<file path="src/rtl/dmem_pkg.sv">
// Shared definitions for the data-memory arbiter: store-size codes,
// sequencer state encoding and the per-access size/alignment helpers.
package dmem_pkg;

    localparam logic [2:0] WT_BYTE = 3'd0;
    localparam logic [2:0] WT_HALF = 3'd1;
    localparam logic [2:0] WT_WORD = 3'd2;

    typedef enum logic [1:0] {
        IDLE  = 2'd0,
        ISSUE = 2'd1,
        WAIT  = 2'd2,
        RESP  = 2'd3
    } state_t;

    // Bytes touched by an access; loads are always a full word.
    function automatic logic [2:0] access_size(input logic write, input logic [2:0] wtype);
        if (!write) begin
            return 3'd4;
        end
        case (wtype)
            WT_BYTE: return 3'd1;
            WT_HALF: return 3'd2;
            default: return 3'd4;
        endcase
    endfunction

    // Natural alignment for the access size.
    function automatic logic access_aligned(input logic write, input logic [2:0] wtype,
                                            input logic [1:0] addr_lo);
        if (!write) begin
            return addr_lo == 2'b00;
        end
        case (wtype)
            WT_BYTE: return 1'b1;
            WT_HALF: return !addr_lo[0];
            default: return addr_lo == 2'b00;
        endcase
    endfunction

endpackage

</file>
<file path="src/rtl/rr_arbiter2.sv">
// Two-input round-robin picker. A lone requester always wins; on a tie the
// requester named by rr_ptr wins.
module rr_arbiter2 (
    input  logic valid0,
    input  logic valid1,
    input  logic rr_ptr,
    output logic grant,
    output logic gnt_id
);

    // Pick the winner for this cycle.
    always_comb begin
        grant  = valid0 | valid1;
        gnt_id = (valid0 && valid1) ? rr_ptr : valid1;
    end

endmodule

</file>
<file path="src/rtl/dmem_arbiter.sv">
// Round-robin arbiter and sequencer in front of the single-ported data
// memory. Each granted access is checked, issued once, watched by a
// watchdog and completed with a one-cycle done/err pulse to its owner.
module dmem_arbiter
    import dmem_pkg::*;
#(
    parameter int TIMEOUT    = 16,
    parameter int ADDR_LIMIT = 1024
) (
    input  logic        clock,
    input  logic        reset_n,
    input  logic        req0_valid,
    input  logic        req0_write,
    input  logic [31:0] req0_addr,
    input  logic [31:0] req0_wdata,
    input  logic [2:0]  req0_wtype,
    output logic        req0_ready,
    output logic        req0_done,
    output logic [31:0] req0_rdata,
    output logic        req0_err,
    input  logic        req1_valid,
    input  logic        req1_write,
    input  logic [31:0] req1_addr,
    input  logic [31:0] req1_wdata,
    input  logic [2:0]  req1_wtype,
    output logic        req1_ready,
    output logic        req1_done,
    output logic [31:0] req1_rdata,
    output logic        req1_err,
    output logic        mem_req,
    output logic        mem_write,
    output logic [31:0] mem_addr,
    output logic [31:0] mem_wdata,
    output logic [2:0]  mem_wtype,
    input  logic        mem_ack,
    input  logic [31:0] mem_rdata
);

    localparam int WD_W = $clog2(TIMEOUT + 1);

    state_t          state_reg, state_next;
    logic            owner_reg, rr_ptr_reg, err_reg;
    logic [WD_W-1:0] wd_cnt_reg;
    logic            write_reg;
    logic [31:0]     addr_reg, wdata_reg, rdata0_reg, rdata1_reg;
    logic [2:0]      wtype_reg;

    logic            grant, gnt_id, take, check_ok, ack_seen, timed_out;
    logic            sel_write;
    logic [31:0]     sel_addr, sel_wdata;
    logic [2:0]      sel_wtype;
    logic [32:0]     end_addr;

    rr_arbiter2 u_rr (
        .valid0 (req0_valid),
        .valid1 (req1_valid),
        .rr_ptr (rr_ptr_reg),
        .grant  (grant),
        .gnt_id (gnt_id)
    );

    // Steer the winning requester's fields and check them; range sum is
    // done one bit wider so addresses near 2^32 cannot wrap into range.
    always_comb begin
        sel_write = gnt_id ? req1_write : req0_write;
        sel_addr  = gnt_id ? req1_addr  : req0_addr;
        sel_wdata = gnt_id ? req1_wdata : req0_wdata;
        sel_wtype = gnt_id ? req1_wtype : req0_wtype;
        end_addr  = {1'b0, sel_addr} + {30'd0, access_size(sel_write, sel_wtype)};
        check_ok  = access_aligned(sel_write, sel_wtype, sel_addr[1:0])
                    && (end_addr <= 33'(ADDR_LIMIT))
                    && (!sel_write || (sel_wtype <= WT_WORD));
        take      = (state_reg == IDLE) && grant;
        ack_seen  = (state_reg == WAIT) && mem_ack;
        timed_out = (state_reg == WAIT) && !mem_ack && (wd_cnt_reg == WD_W'(TIMEOUT - 1));
    end

    // Next state and pulse outputs; ready is gated by reset so nothing is
    // offered while the sequencer is held in reset.
    always_comb begin
        state_next = state_reg;
        req0_ready = 1'b0;
        req1_ready = 1'b0;
        req0_done  = 1'b0;
        req1_done  = 1'b0;
        req0_err   = 1'b0;
        req1_err   = 1'b0;
        mem_req    = 1'b0;
        case (state_reg)
            IDLE: begin
                if (take) begin
                    req0_ready = reset_n && !gnt_id;
                    req1_ready = reset_n && gnt_id;
                    state_next = check_ok ? ISSUE : RESP;
                end
            end
            ISSUE: begin
                mem_req    = 1'b1;
                state_next = WAIT;
            end
            WAIT: begin
                if (ack_seen || timed_out) begin
                    state_next = RESP;
                end
            end
            RESP: begin
                req0_done  = !owner_reg;
                req1_done  = owner_reg;
                req0_err   = !owner_reg && err_reg;
                req1_err   = owner_reg && err_reg;
                state_next = IDLE;
            end
            default: state_next = IDLE;
        endcase
    end

    // State register.
    always_ff @(posedge clock or negedge reset_n) begin
        if (!reset_n) begin
            state_reg <= IDLE;
        end else begin
            state_reg <= state_next;
        end
    end

    // Latch the granted access, its error status and returned load data.
    always_ff @(posedge clock or negedge reset_n) begin
        if (!reset_n) begin
            owner_reg  <= 1'b0;
            err_reg    <= 1'b0;
            write_reg  <= 1'b0;
            addr_reg   <= '0;
            wdata_reg  <= '0;
            wtype_reg  <= '0;
            rdata0_reg <= '0;
            rdata1_reg <= '0;
        end else begin
            if (take) begin
                owner_reg <= gnt_id;
                err_reg   <= !check_ok;
                write_reg <= sel_write;
                addr_reg  <= sel_addr;
                wdata_reg <= sel_wdata;
                wtype_reg <= sel_wtype;
            end
            if (ack_seen && !write_reg) begin
                if (owner_reg) begin
                    rdata1_reg <= mem_rdata;
                end else begin
                    rdata0_reg <= mem_rdata;
                end
            end
            if (timed_out) begin
                err_reg <= 1'b1;
            end
        end
    end

    // Watchdog counts WAIT cycles; fairness pointer flips away from the
    // requester just served.
    always_ff @(posedge clock or negedge reset_n) begin
        if (!reset_n) begin
            wd_cnt_reg <= '0;
            rr_ptr_reg <= 1'b0;
        end else begin
            if (state_reg == ISSUE) begin
                wd_cnt_reg <= '0;
            end else if ((state_reg == WAIT) && !mem_ack) begin
                wd_cnt_reg <= wd_cnt_reg + WD_W'(1);
            end
            if (state_reg == RESP) begin
                rr_ptr_reg <= ~owner_reg;
            end
        end
    end

    assign mem_write  = write_reg;
    assign mem_addr   = addr_reg;
    assign mem_wdata  = wdata_reg;
    assign mem_wtype  = wtype_reg;
    assign req0_rdata = rdata0_reg;
    assign req1_rdata = rdata1_reg;

endmodule

</file>
<file path="config.mk">
export PLATFORM = sky130hd
export DESIGN_NAME = dmem_arbiter
export DESIGN_NICKNAME = d
export VERILOG_FILES = /design/src/rtl/dmem_pkg.sv /design/src/rtl/rr_arbiter2.sv /design/src/rtl/dmem_arbiter.sv
export SDC_FILE = /design/constraint.sdc
export NUM_CORES = 1
export LEC_CHECK = 0
export ABC_CLOCK_PERIOD_IN_PS = 5800
export CAP_MARGIN = 10
export CORE_MARGIN = 1.5
export CORE_UTILIZATION = 30
export CTS_BUF_LIST = sky130_fd_sc_hd__clkbuf_8
export DETAILED_ROUTE_END_ITERATION = 12
export GPL_ROUTABILITY_DRIVEN = 1
export PLACE_DENSITY = 0.66
export SKIP_LAST_GASP = 1
export SLEW_MARGIN = 25
export SYNTH_ARGS = -nofsm -noshare
export SYNTH_HDL_FRONTEND = slang
export SYNTH_SLANG_ARGS = --single-unit
</file>
<file path="constraint.sdc">
create_clock -name clock -period 5.8 [get_ports clock]
set_input_delay 0.87 -clock clock [delete_from_list [all_inputs] [get_ports clock]]
set_output_delay 0.87 -clock clock [all_outputs]
set_load 0.05 [all_outputs]
</file>
### After elaboration in Yosys (flattened, before gate mapping)

Index checks and enable logic that the tools add are counted.

| storage, ports and cells | value |
|---|---|
| register bits after elaboration | 142 |
| output and inout port bits | 139 |
| word-level logic and storage cells | 79 |

| operators by class | value |
|---|---|
| $add $sub $neg | 2 |
| order comparisons | 2 |
| equality and inequality tests | 7 |
| muxes and demuxes | 26 |
| bitwise gates (word level) | 2 |
| reductions and logical operators | 29 |

Operator list:

| kind | number |
|---|---|
| 32-bit 2-to-1 mux | 2 |
| 32-bit by 3-bit adder with 33-bit output | 1 |
| 33-bit by 11-bit <= comparator with 1-bit output, second input constant | 1 |
| 1-bit 2-to-1 mux | 14 |
| 1-bit logical AND | 12 |
| 5-bit 2-to-1 mux | 2 |
| 2-bit case mux with 4 select lines | 1 |
| 1-bit zero test | 7 |
| 2-bit 2-to-1 mux | 3 |
| 3-bit 2-to-1 mux | 2 |
| 3-bit case mux with 2 select lines | 1 |
| 2-bit AND reduction | 3 |
| 5-bit by 1-bit adder with 5-bit output, second input constant | 1 |
| 5-bit by 4-bit equality test with 1-bit output, second input constant | 1 |
| 2-bit equality test, second input constant | 2 |
| 2-bit zero test | 2 |
| 2-bit nonzero test | 2 |
| 3-bit by 1-bit equality test with 1-bit output, second input constant | 1 |
| 3-bit by 2-bit <= comparator with 1-bit output, second input constant | 1 |
| 3-bit zero test | 1 |
| 2-bit by 1-bit equality test with 1-bit output, second input constant | 1 |
| 1-bit logical OR | 2 |
| 2-bit by 1-bit != test with 1-bit output, second input constant | 1 |
| 2-bit != test, second input constant | 1 |
| other kinds (3) | 3 |

### Depth between registers and ports, before layout

Gate-level depths: netlist (run 1).

| depth | value |
|---|---|
| depth in word-level cells | 13 |
| depth in mapped cells | 21 |
| gate-level depth less buffers | 15 |

### Cells and area by module

Synthesis (run 1) repeated with hierarchy kept, for this count alone.

| second synthesis, totals | value |
|---|---|
| cell total of the unflattened synthesis | 677 |
| area total of the unflattened synthesis | 7245.7 um^2 |

By module, submodules not included:

| module | times used | cells an instance | area an instance (um^2) | seq. area each (um^2) |
|---|---|---|---|---|
| dmem_arbiter | 1 | 674 | 7228.2 | 3553.4 |
| rr_arbiter2 | 1 | 3 | 17.5 | 0.0 |

### Worst setup path after synthesis (run 1)

Ideal clock, no wire load.

| path | value |
|---|---|
| path type | input to register |
| start point | input port req0_valid |
| end point | register err_reg |
| library setup time | 0.121 ns |
| data arrival time | 4.875 ns |
| data required time | 5.679 ns |
| path slack | 0.804 ns |
| stages | 20 |
| cells stage by stage | nand2b_1 -> buf_6 -> nand2_4 -> buf_6 -> buf_6 -> buf_8 -> buf_2 -> buf_1 -> a31oi_1 -> nor2_1 -> ha_1 -> a21o_1 -> a21oi_1 -> o211ai_1 -> a2111oi_0 -> a221o_1 -> a41o_1 -> o2111ai_1 -> or4_1 -> a22o_1 |

| between the ends | value |
|---|---|
| word-level cells in the longest chain between the ends | 13 |
| elaborated cells on any way between the ends | 26 |
| those cells by class | add/sub (1); order compare (2); eq/ne (1); mux (10); bitwise (1); reduce/logical (11) |

RTL lines:

| element | RTL line | text |
|---|---|---|
| from (decl) | dmem_arbiter.sv:12 | `input logic req0_valid,` |
| 1-bit logical AND | rr_arbiter2.sv:14 | `gnt_id = (valid0 && valid1) ? rr_ptr : valid1;` |
| 1-bit 2-to-1 mux | rr_arbiter2.sv:14 |  |
| 3-bit 2-to-1 mux | dmem_arbiter.sv:68 | `sel_wtype = gnt_id ? req1_wtype : req0_wtype;` |
| 3-bit by 1-bit equality test with 1-bit output / 3-bit zero test (equally long branches) | dmem_pkg.sv:21, dmem_pkg.sv:34 |  |
| 3-bit case mux with 2 select lines | dmem_pkg.sv:21 | `case (wtype)` |
| 3-bit 2-to-1 mux | dmem_pkg.sv:21 |  |
| 32-bit by 3-bit adder with 33-bit output | dmem_arbiter.sv:69 | `end_addr = {1'b0, sel_addr} + {30'd0, access_size(sel_write, sel_wtype)};` |
| 33-bit by 11-bit <= comparator with 1-bit output | dmem_arbiter.sv:71 | `&& (end_addr <= 33'(ADDR_LIMIT))` |
| 1-bit logical AND | dmem_arbiter.sv:71 |  |
| 1-bit logical AND | dmem_arbiter.sv:72 | `&& (!sel_write \|\| (sel_wtype <= WT_WORD));` |
| 1-bit zero test | dmem_arbiter.sv:140 | `err_reg <= !check_ok;` |
| 1-bit 2-to-1 mux | dmem_arbiter.sv:138 | `if (take) begin` |
| 1-bit 2-to-1 mux | dmem_arbiter.sv:153 | `if (timed_out) begin` |
| to (signal assigned) | dmem_arbiter.sv:140 |  |
| to (decl) | dmem_arbiter.sv:42 | `logic owner_reg, rr_ptr_reg, err_reg;` |

Several ways; a longest one is shown, not always the timed one. The select of a mux whose other input is x is not followed.
A chain may end at the register's enable or synchronous reset.

### Worst setup path after layout (run 1)

| path | value |
|---|---|
| start point | input port req0_valid |
| end point | register err_reg |

| between the ends | value |
|---|---|
| elaborated cells on any way between the ends | 26 |
| those cells by class | add/sub (1); order compare (2); eq/ne (1); mux (10); bitwise (1); reduce/logical (11) |

RTL lines:

| element | RTL line | text |
|---|---|---|
| 1-bit logical AND (*) | rr_arbiter2.sv:14 |  |
| 1-bit 2-to-1 mux (*) | rr_arbiter2.sv:14 |  |
| 32-bit 2-to-1 mux (*) | dmem_arbiter.sv:66 | `sel_addr = gnt_id ? req1_addr : req0_addr;` |
| named net sel_addr[1] | dmem_arbiter.sv:50 | `logic [31:0] sel_addr, sel_wdata;` |
| branches (longest 3 deep; another with 32-bit by 3-bit adder with 33-bit output) | n/a |  |
| 1-bit logical AND (*) | dmem_arbiter.sv:71 |  |
| 1-bit logical AND (*) | dmem_arbiter.sv:72 |  |
| 1-bit zero test (*) | dmem_arbiter.sv:140 |  |
| 1-bit 2-to-1 mux (*) | dmem_arbiter.sv:138 |  |
| 1-bit 2-to-1 mux (*) | dmem_arbiter.sv:153 |  |

Mark *: on every way through the listed nets, which the timed path passes. The select of a mux whose other input is x is not followed.

==> impl_metrics.ini, run 1 <==
[floorplan]
core_sq_mm = 0.02446
initial_core_util = 0.3083
dieArea_sq_mm = 0.02610
rows = 57
die_height_um = 161.6
die_w_um = 161.6
io_pins = 312

[yosys]
ys.warnings.count = 0
avgSynthCellArea_sq_um = 10.65
yosysUniqueCellTypes = 76
synth_nets = 891
syn_area_sq_mm = 0.007542
yosysSeqAreaShare = 0.4711
synth.most_common_cell = dfrtp_1
synth_ff_type = dfrtp_1
synthTopCellsByArea = dfrtp_1 47%, mux2_2 11%, mux2i_1 9.2%
synthArstFlopShare = 1.000
synth_common_cells = 142 x dfrtp_1, 95 x nand2_1, 82 x o21ai_0
synth-edff-count = 0
yosysTopAreaCell = dfrtp_1
synth_top_area_frac = 0.4711
synth-seq-cells = 142
netlist_instances = 708

[sta]
setup-tns-final_ps = 0
finalSetupViolations = 0
max_slew_margin = 0.4000
min_period_ps = 4776
hold_viol_final = 0
finalCritPeriodShare = 0.8234
worstMarginPinSlew_ps = 900.0
skew_ps = 18.37
slew_violations = 0
rsz0062_at_grt = no
max_freq_mhz = 209.4

[routing]
wl_per_cell_um = 18.14
finalWirelength_um = 24440
firstDrtPassIters = 5
drt-initial-drc-count = 359
final_antenna_net_count = 0
dr_total_vias = 6652
viasPerCell = 4.938
drc = 0

[layout]
finalNonFillerCells = 1347
syn_to_final_growth_pct = 50.31
drive_gt1_frac = 0.1349
n_fill_cell = 2308
seqCellArea_sq_mm = 0.003553
fin_nets = 1193
multiInputGateArea_sq_mm = 0.003707
antenna_cells = 0

[worst_setup_path]
crit_path_end_kind = register
r2r_cells = 14
timing.rr.start = rr_ptr_reg
path_max_fanout = 15
crit_type = in -> reg
r2r_setup_slack_ps = 1650
cp-start-kind = primary input
r2r_end = err_reg
crit_arrival_ps = 5090
worst_ep_required_time_ps = 6120

[global_route]
grt_remaining_overflow = 0
grt_first_pass_wirelength_um = 38120
antenna_found_initial = 0
first_global_vias = 6663
gr-usage-all-layers = 0.1881
grt_max_degree = 105

[placement]
io_buffers = 311
placed_cells = 1315
place_congestion = 0.8617
hpwl_um = 18640

[clock_tree]
cts-resized-gates = 0
cts_buffers = 17
clk_latency_ps = 440
path_clk_slew_ps = 100
postCtsHoldBufs = 0
post-cts-setup-buffer-count = 0
cts.path.max_buffers = 2
clkSinkCount = 142
htree_levels = 4
root_buffer = clkbuf_8
cts_tree = built

[outcome]
status = finished, final reports clean

[worst_hold_path]
holdCritPathClass = in -> async

[power_and_ir_drop]
power_density_mw_per_mm2 = 564.4
ir_drop_v = 0.0003141
leakage_nw = 4.806

[flow_run]
maxCapViolations = 0
[critical path, stage by stage]
cell	delay, ps
clkdlybuf4s50_1	580
nor2b_4	440
nor2_4	70
o21ai_0	460
ha_1	340
a21o_1	170
a21oi_1	140
buf_4	230
o211ai_1	100
a2111oi_0	470
a221o_1	180
a41o_1	190
o2111ai_1	120
or4_1	500
a22o_1	210
[worst max-delay path by stage]
| stage | from | end | slack [ps] | cells past startpoint |
|---|---|---|---|---|
| after floorplan | req0_valid | err_reg | 800 | 20 |
| after global placement | req0_valid | err_reg | 860 | 15 |
| after detailed placement | req0_valid | err_reg | 640 | 15 |
| after CTS | req0_valid | err_reg | 1100 | 15 |
| after global routing | req0_valid | err_reg | 860 | 15 |
| final | req0_valid | err_reg | 1020 | 15 |
[metal layers]
metal | vias to the layer above | GRT usage | wire (um)
li1 | 3168 | - | -
met1 | 3164 | 0.2429 | 10600
met2 | 291 | 0.3047 | 11460
met3 | 29 | 0.05162 | 1918
met4 | 0 | 0.06019 | 461
met5 | - | 0 | 0
[cells by family (layout without fill, tap and decap cells)]
| logic type | after synthesis | in the layout | synth area share |
|---|---|---|---|
| buffers and inverters | 53 | 368 | 0.03948 |
| and+or+nand+nor | 202 | 202 | 0.1355 |
| adders and majority gates | 10 | 10 | 0.01758 |
| muxes | 141 | 141 | 0.2006 |
| DFF | 142 | 142 | 0.4711 |
| AOI/OAI and AO/OA | 146 | 146 | 0.1194 |
| xor gates and xnor gates | 14 | 14 | 0.01626 |
[where the power goes]
part | switching, W | internal (W) | total (W) | leakage [nW]
clock | 0.000448 | 0.000399 | 0.000846 | 0.207
combinational | 0.00250 | 0.00133 | 0.00383 | 2.86
sequential | 0.000253 | 0.00147 | 0.00172 | 1.74
[layout by cell type, fill, tap and decap left out, types with 4 or more instances in the layout]
cell type / synthesis / layout
clkdlybuf4s50_1: 0 / 310
dfrtp_1: 142 / 142
nand2_1: 95 / 95
o21ai_0: 82 / 81
mux2_2: 71 / 71
mux2i_1: 69 / 69
nor2_1: 24 / 24
clkbuf_8: 1 / 17
nand3_1: 14 / 14
buf_4: 3 / 14
a21oi_1: 12 / 12
inv_1: 11 / 11
nor3_1: 12 / 11
nand4_1: 10 / 10
ha_1: 9 / 9
xor2_1: 8 / 8
nand2b_1: 7 / 7
a31oi_1: 7 / 7
and3_1: 6 / 6
xnor2_1: 6 / 6
nor2b_1: 5 / 5
o2111ai_1: 4 / 4
clkinv_4: 0 / 4
inv_6: 0 / 4
[area by class of cell]
| cell class | count | share of cell area |
|---|---|---|
| clock buffers | 17 | 0.02064 |
| clock inverters | 15 | 0.01556 |
| inverters | 11 | 0.003642 |
| multi-input cells | 513 | 0.3270 |
| flip-flops and latches | 142 | 0.3134 |
| well taps | 324 | 0.03576 |
| repair buffers | 325 | 0.2840 |
[through the flow]
stage | util | area, sq um | worst slack, ps | power, W | hold slack, ps
floorplan | - | 7542 | 803.6 | 0.004220 | 497.1
global placement | 0.4467 | 10930 | 859.1 | 0.005565 | 460.8
detailed placement | 0.4467 | 10930 | 644.3 | 0.005607 | 469.9
CTS | 0.4635 | 11340 | 1100 | 0.006481 | 360.6
global route | 0.4635 | 11340 | 857.8 | 0.006751 | 366.1
finish | 0.4635 | 11340 | 1024 | 0.006398 | 377.8
(Power assumes the default switching activity.)
==> run 2: changes to the inputs <==
--- a/config.mk
+++ b/config.mk
@@ -5,7 +5,7 @@
 export SDC_FILE = /design/constraint.sdc
 export NUM_CORES = 1
 export LEC_CHECK = 0
-export ABC_CLOCK_PERIOD_IN_PS = 5800
+export ABC_CLOCK_PERIOD_IN_PS = 4670
 export CAP_MARGIN = 10
 export CORE_MARGIN = 1.5
 export CORE_UTILIZATION = 30
==> constraint.sdc (replaced) <==
create_clock -name clock -period 4.67 [get_ports clock]
set_input_delay 0.7005 -clock clock [delete_from_list [all_inputs] [get_ports clock]]
set_output_delay 0.7005 -clock clock [all_outputs]
set_load 0.05 [all_outputs]
==> run 2 against run 1 <==
  * Die area did not move
  * Register-to-register slack got worse by 820 ps
  * Wire length fell by 0.83%
  * Worst hold slack got worse by 250 ps
  * Clock power rose by 24%
  * Cell area rose by 0.81%
==> impl_metrics.ini, run 2 (synthesis results as in run 1) <==
[sta]
finalCritPeriodShare = 0.8668
worstMarginPinSlew_ps = 920.3
max_freq_mhz = 247.0
whs_ps = 125.2
slew_violations = 0
min_period_ps = 4048
max_slew_margin = 0.3865
hold_viol_final = 0
finalSetupViolations = 0
skew_ps = 23.33
rsz0062_at_grt = no
setup-tns-final_ps = 0

[power_and_ir_drop]
leakage_nw = 4.854
ir_drop_v = 0.0004182
power_density_mw_per_mm2 = 696.2

[routing]
wl_per_cell_um = 17.87
final_antenna_net_count = 0
dr_total_vias = 6664
firstDrtPassIters = 5
viasPerCell = 4.914
finalWirelength_um = 24240
drc = 0
drt-initial-drc-count = 422

[worst_setup_path]
cpPeakStageDelay_ps = 490
cp-start-kind = primary input
crit_slowest_cell = or4_1
crit_top_cell = nor2_1
r2r_setup_slack_ps = 830
r2r_cells = 16
crit_path_end_kind = register
r2r_end = err_reg
crit_chain = clkdlybuf4s50_1 > nand2b_1 > nand2_4 > nor2_1 > a31oi_1 > nor2_1 > ha_1 > a21o_1 > a21oi_1 > buf_4 > o211ai_1 > a2111oi_0 > a221o_1 > a41o_1 > o2111ai_1 > or4_1 > a22o_1
worst_ep_required_time_ps = 4990
crit_type = in -> reg
crit_arrival_ps = 4370
path_max_fanout = 15
timing.rr.start = rr_ptr_reg
cpLargestDelayFamily = compound AO/OA/AOI/OAI gates
crit_buf_inv = 2

[flow_run]
maxCapViolations = 0

[floorplan]
dieArea_sq_mm = 0.02610
rows = 57
die_w_um = 161.6
core_sq_mm = 0.02446
io_pins = 312
initial_core_util = 0.3083
die_height_um = 161.6

[global_route]
grt_first_pass_wirelength_um = 37390
grt_max_degree = 104
first_global_vias = 6604
gr-usage-all-layers = 0.1860
grt_remaining_overflow = 0
antenna_found_initial = 1

[layout]
utilization = 0.4672
finalNonFillerCells = 1356
fin_nets = 1202
seqCellArea_sq_mm = 0.003553
syn_to_final_growth_pct = 51.53
antenna_cells = 0
drive_gt1_frac = 0.1434
layout_commonest_cell = clkdlybuf4s50_1
multiInputGateArea_sq_mm = 0.003707
mostFrequentLayoutCells = 309 x clkdlybuf4s50_1, 142 x dfrtp_1, 95 x nand2_1
n_fill_cell = 2321

[clock_tree]
cts_buffers = 17
postCtsHoldBufs = 0
root_buffer = clkbuf_8
clkSinkCount = 142
cts-resized-gates = 0
cts_tree = built
post-cts-setup-buffer-count = 0
htree_levels = 4
cts.path.max_buffers = 2
clk_latency_ps = 450
path_clk_slew_ps = 100

[worst_hold_path]
holdCritPathClass = in -> async

[placement]
io_buffers = 311
place_congestion = 0.8904
hpwl_um = 18670
placed_cells = 1324

[outcome]
status = finished, final reports clean
-- run 2: worst max-delay path by stage --
stage,start,end,slack [ps],cells after the start
4_1_cts,req0_valid,err_reg,660,17
5_1_grt,req0_valid,err_reg,360,17
6_report,req0_valid,err_reg,620,17
2_1_floorplan,req0_valid,err_reg,60,20
3_5_place_dp,req0_valid,err_reg,190,17
3_3_place_gp,req1_valid,err_reg,230,16
-- run 2: worst reg2reg max path, stage by stage (launching register included) --
cell and delay (ps):
dfrtp_1 440, nand2b_1 230, nand2_4 150, nor2_1 60, a31oi_1 190, nor2_1 120, ha_1 280, a21o_1 180
a21oi_1 140, buf_4 230, o211ai_1 100, a2111oi_0 430, a221o_1 170, a41o_1 180, o2111ai_1 140, or4_1 490
a22o_1 200
-- run 2: metal layers --
layer / part of all wire / global-route usage / vias up
met5: 0 / 0 / -
li1: - / - / 3189
met2: 0.45 / 0.2965 / 286
met4: 0.021 / 0.05976 / 0
met3: 0.077 / 0.05239 / 32
met1: 0.45 / 0.2431 / 3157
-- run 2: layout make-up --
cell class,instances,share of cell area
Multi-Input combinational cell,513,0.3244
Sequential cell,142,0.3109
Timing Repair Buffer,334,0.2885
Tap cell,324,0.03547
Clock buffer,17,0.02047
Clock inverter,15,0.01664
Inverter,11,0.003613
-- run 2: metrics by stage --
step | area [sq um] | setup WS (ps) | total power [W]
final | 11430 | 622.0 | 0.007957
after floorplan | 7543 | 55.31 | 0.005242
after detailed placement | 11000 | 194.7 | 0.006974
after global routing | 11430 | 360.9 | 0.008392
after CTS | 11430 | 657.2 | 0.008056
after global placement | 11000 | 230.7 | 0.006927
-- run 2: power breakdown --
group / internal [W] / switching, W
sequential: 0.00182 / 0.000321
clock: 0.000459 / 0.000591
combinational: 0.00166 / 0.00310
total: 0.00395 / 0.00401
==> run 3: changes to the inputs <==
--- a/config.mk
+++ b/config.mk
@@ -8,11 +8,12 @@
 export ABC_CLOCK_PERIOD_IN_PS = 4670
 export CAP_MARGIN = 10
 export CORE_MARGIN = 1.5
-export CORE_UTILIZATION = 30
+export CORE_UTILIZATION = 45
 export CTS_BUF_LIST = sky130_fd_sc_hd__clkbuf_8
 export DETAILED_ROUTE_END_ITERATION = 12
 export GPL_ROUTABILITY_DRIVEN = 1
-export PLACE_DENSITY = 0.66
+export GPL_TIMING_DRIVEN = 0
+export PLACE_DENSITY = 0.9
 export SKIP_LAST_GASP = 1
 export SLEW_MARGIN = 25
 export SYNTH_ARGS = -nofsm -noshare
==> run 3 against run 2 <==
  * Cell area rose by 1.4%
  * First-iteration DRC count shrank 13%
  * Critical path depth grew 3
  * Clock power hardly changed
  * Sequential cell count unchanged
  * Fmax decreased by 11%
  * Critical endpoint unchanged
  * Largest cell class unchanged
==> impl_metrics.ini, run 3 (synthesis results as in run 1) <==
[clock_tree]
cts_tree = built
clk_latency_ps = 440
path_clk_slew_ps = 90
root_buffer = clkbuf_8
cts_buffers = 17
htree_levels = 4
clkSinkCount = 142
postCtsHoldBufs = 0
cts.path.max_buffers = 2

[floorplan]
die_height_um = 132.5
dieArea_sq_mm = 0.01755
io_pins = 312
initial_core_util = 0.4581
core_sq_mm = 0.01647
die_w_um = 132.5
rows = 47

[global_route]
gr-usage-all-layers = 0.2791
antenna_found_initial = 1
grt_first_pass_wirelength_um = 38160
grt_max_degree = 88
grt_remaining_overflow = 0
first_global_vias = 7180

[worst_setup_path]
timing.rr.start = rr_ptr_reg
r2r_setup_slack_ps = 170
cpPeakStageDelay_ps = 560
crit_chain = clkdlybuf4s50_1 > buf_6 > nand2_4 > buf_12 > buf_8 > buf_12 > buf_12 > a31oi_4 > nor2_4 > ha_1 > a21o_1 > a21oi_4 > buf_4 > a221oi_4 > and3b_1 > mux4_2 > nor2_1 > o2111ai_2 > or4_1 > a22o_1
cp-start-kind = primary input
r2r_end = err_reg
r2r_cells = 18
crit_slowest_cell = or4_1
path_max_fanout = 19
worst_ep_required_time_ps = 5000
crit_type = in -> reg
crit_top_cell = buf_12
crit_path_end_kind = register
crit_arrival_ps = 4860

[sta]
hold_viol_final = 0
min_period_ps = 4528
slew_violations = 0
finalCritPeriodShare = 0.9696
max_freq_mhz = 220.9
setup_ws_ps = 142.1
finalSetupViolations = 0
skew_ps = 10.80
worstMarginPinSlew_ps = 796.6
max_slew_margin = 0.4648

[layout]
design_area_sq_mm = 0.01158
syn_to_final_growth_pct = 53.58
fin_nets = 1226
mostFrequentLayoutCells = 308 x clkdlybuf4s50_1, 141 x dfrtp_1, 95 x nand2_1
finalNonFillerCells = 1276
seqCellArea_sq_mm = 0.003555
drive_gt1_frac = 0.1536
n_fill_cell = 1209
multiInputGateArea_sq_mm = 0.003814
layout_commonest_cell = clkdlybuf4s50_1

[routing]
wl_per_cell_um = 19.13
dr_total_vias = 7030
drc = 0
viasPerCell = 5.509
final_antenna_net_count = 0
finalWirelength_um = 24410
drt-initial-drc-count = 368
firstDrtPassIters = 5

[placement]
place_ws_ps = -1515
place_congestion = 0.9922
placed_cell_area_sq_mm = 0.01095
placed_cells = 1239
hpwl_um = 18980
io_buffers = 310

[flow_run]
maxCapViolations = 0

[outcome]
status = finished, final reports clean

[power_and_ir_drop]
ir_drop_v = 0.0004337
leakage_nw = 4.962
power_density_mw_per_mm2 = 698.5

[worst_hold_path]
holdCritPathClass = in -> async
[run 3: routing by layer]
metal | part of all wire | wire [um] | up-vias | GRT usage
met3 | 0.074 | 1806 | 65 | 0.06398
met5 | 0 | 0 | - | 0
li1 | - | - | 3246 | -
met1 | 0.40 | 9762 | 3357 | 0.3416
met2 | 0.49 | 11940 | 362 | 0.4750
met4 | 0.037 | 903 | 0 | 0.1197
[run 3: how the worst max path moves through the flow]
stage                    start          to
floorplan           req0_valid     err_reg
global placement       reset_n  req1_ready
detailed placement  req0_valid     err_reg
CTS                 req1_valid     err_reg
global route        rr_ptr_reg     err_reg
finish              req1_valid     err_reg
[run 3: final cells by class]
type,count,share of cell area
inverters,11,0.003564
diodes,1,0.0002160
well taps,220,0.02376
clock buffers,18,0.02139
repair buffers,318,0.2752
flip-flops and latches,142,0.3069
clock inverters,13,0.01426
plain buffers,40,0.02549
multi-input cells,513,0.3292
[run 3: critical path: cells and delay by family]
kind	cells	cell delay, ps
AO/OA/AOI/OAI	6	1060
buffers and inverters	7	1430
adder cells (fa/ha/maj)	1	270
AND/OR/NAND/NOR	5	1080
multiplexers	1	290
[run 3: power breakdown]
part | switching (W) | total, W | internal [W]
Sequential | 0.000332 | 0.00216 | 0.00183
Combinational | 0.00318 | 0.00489 | 0.00171
Clock | 0.000498 | 0.00104 | 0.000542
[run 3: timing repair]
action                     CTS  global route
hold endpoints to repair     0             0
setup buffers                2             5
pin swaps                    4             8
setup endpoints to repair    2             1
resized for setup           24            19
[run 3: per-stage QoR]
step                TNS (ps)  hold slack (ps)  total power (W)  utilization
global route          -21.93            174.3         0.008453       0.7035
CTS                        0            158.2         0.008117       0.6962
detailed placement     -2749            469.7         0.007043       0.6653
finish                     0            155.2         0.008091       0.7035
floorplan                  0            404.9         0.005242            -
global placement     -415370            462.0         0.006930       0.6633
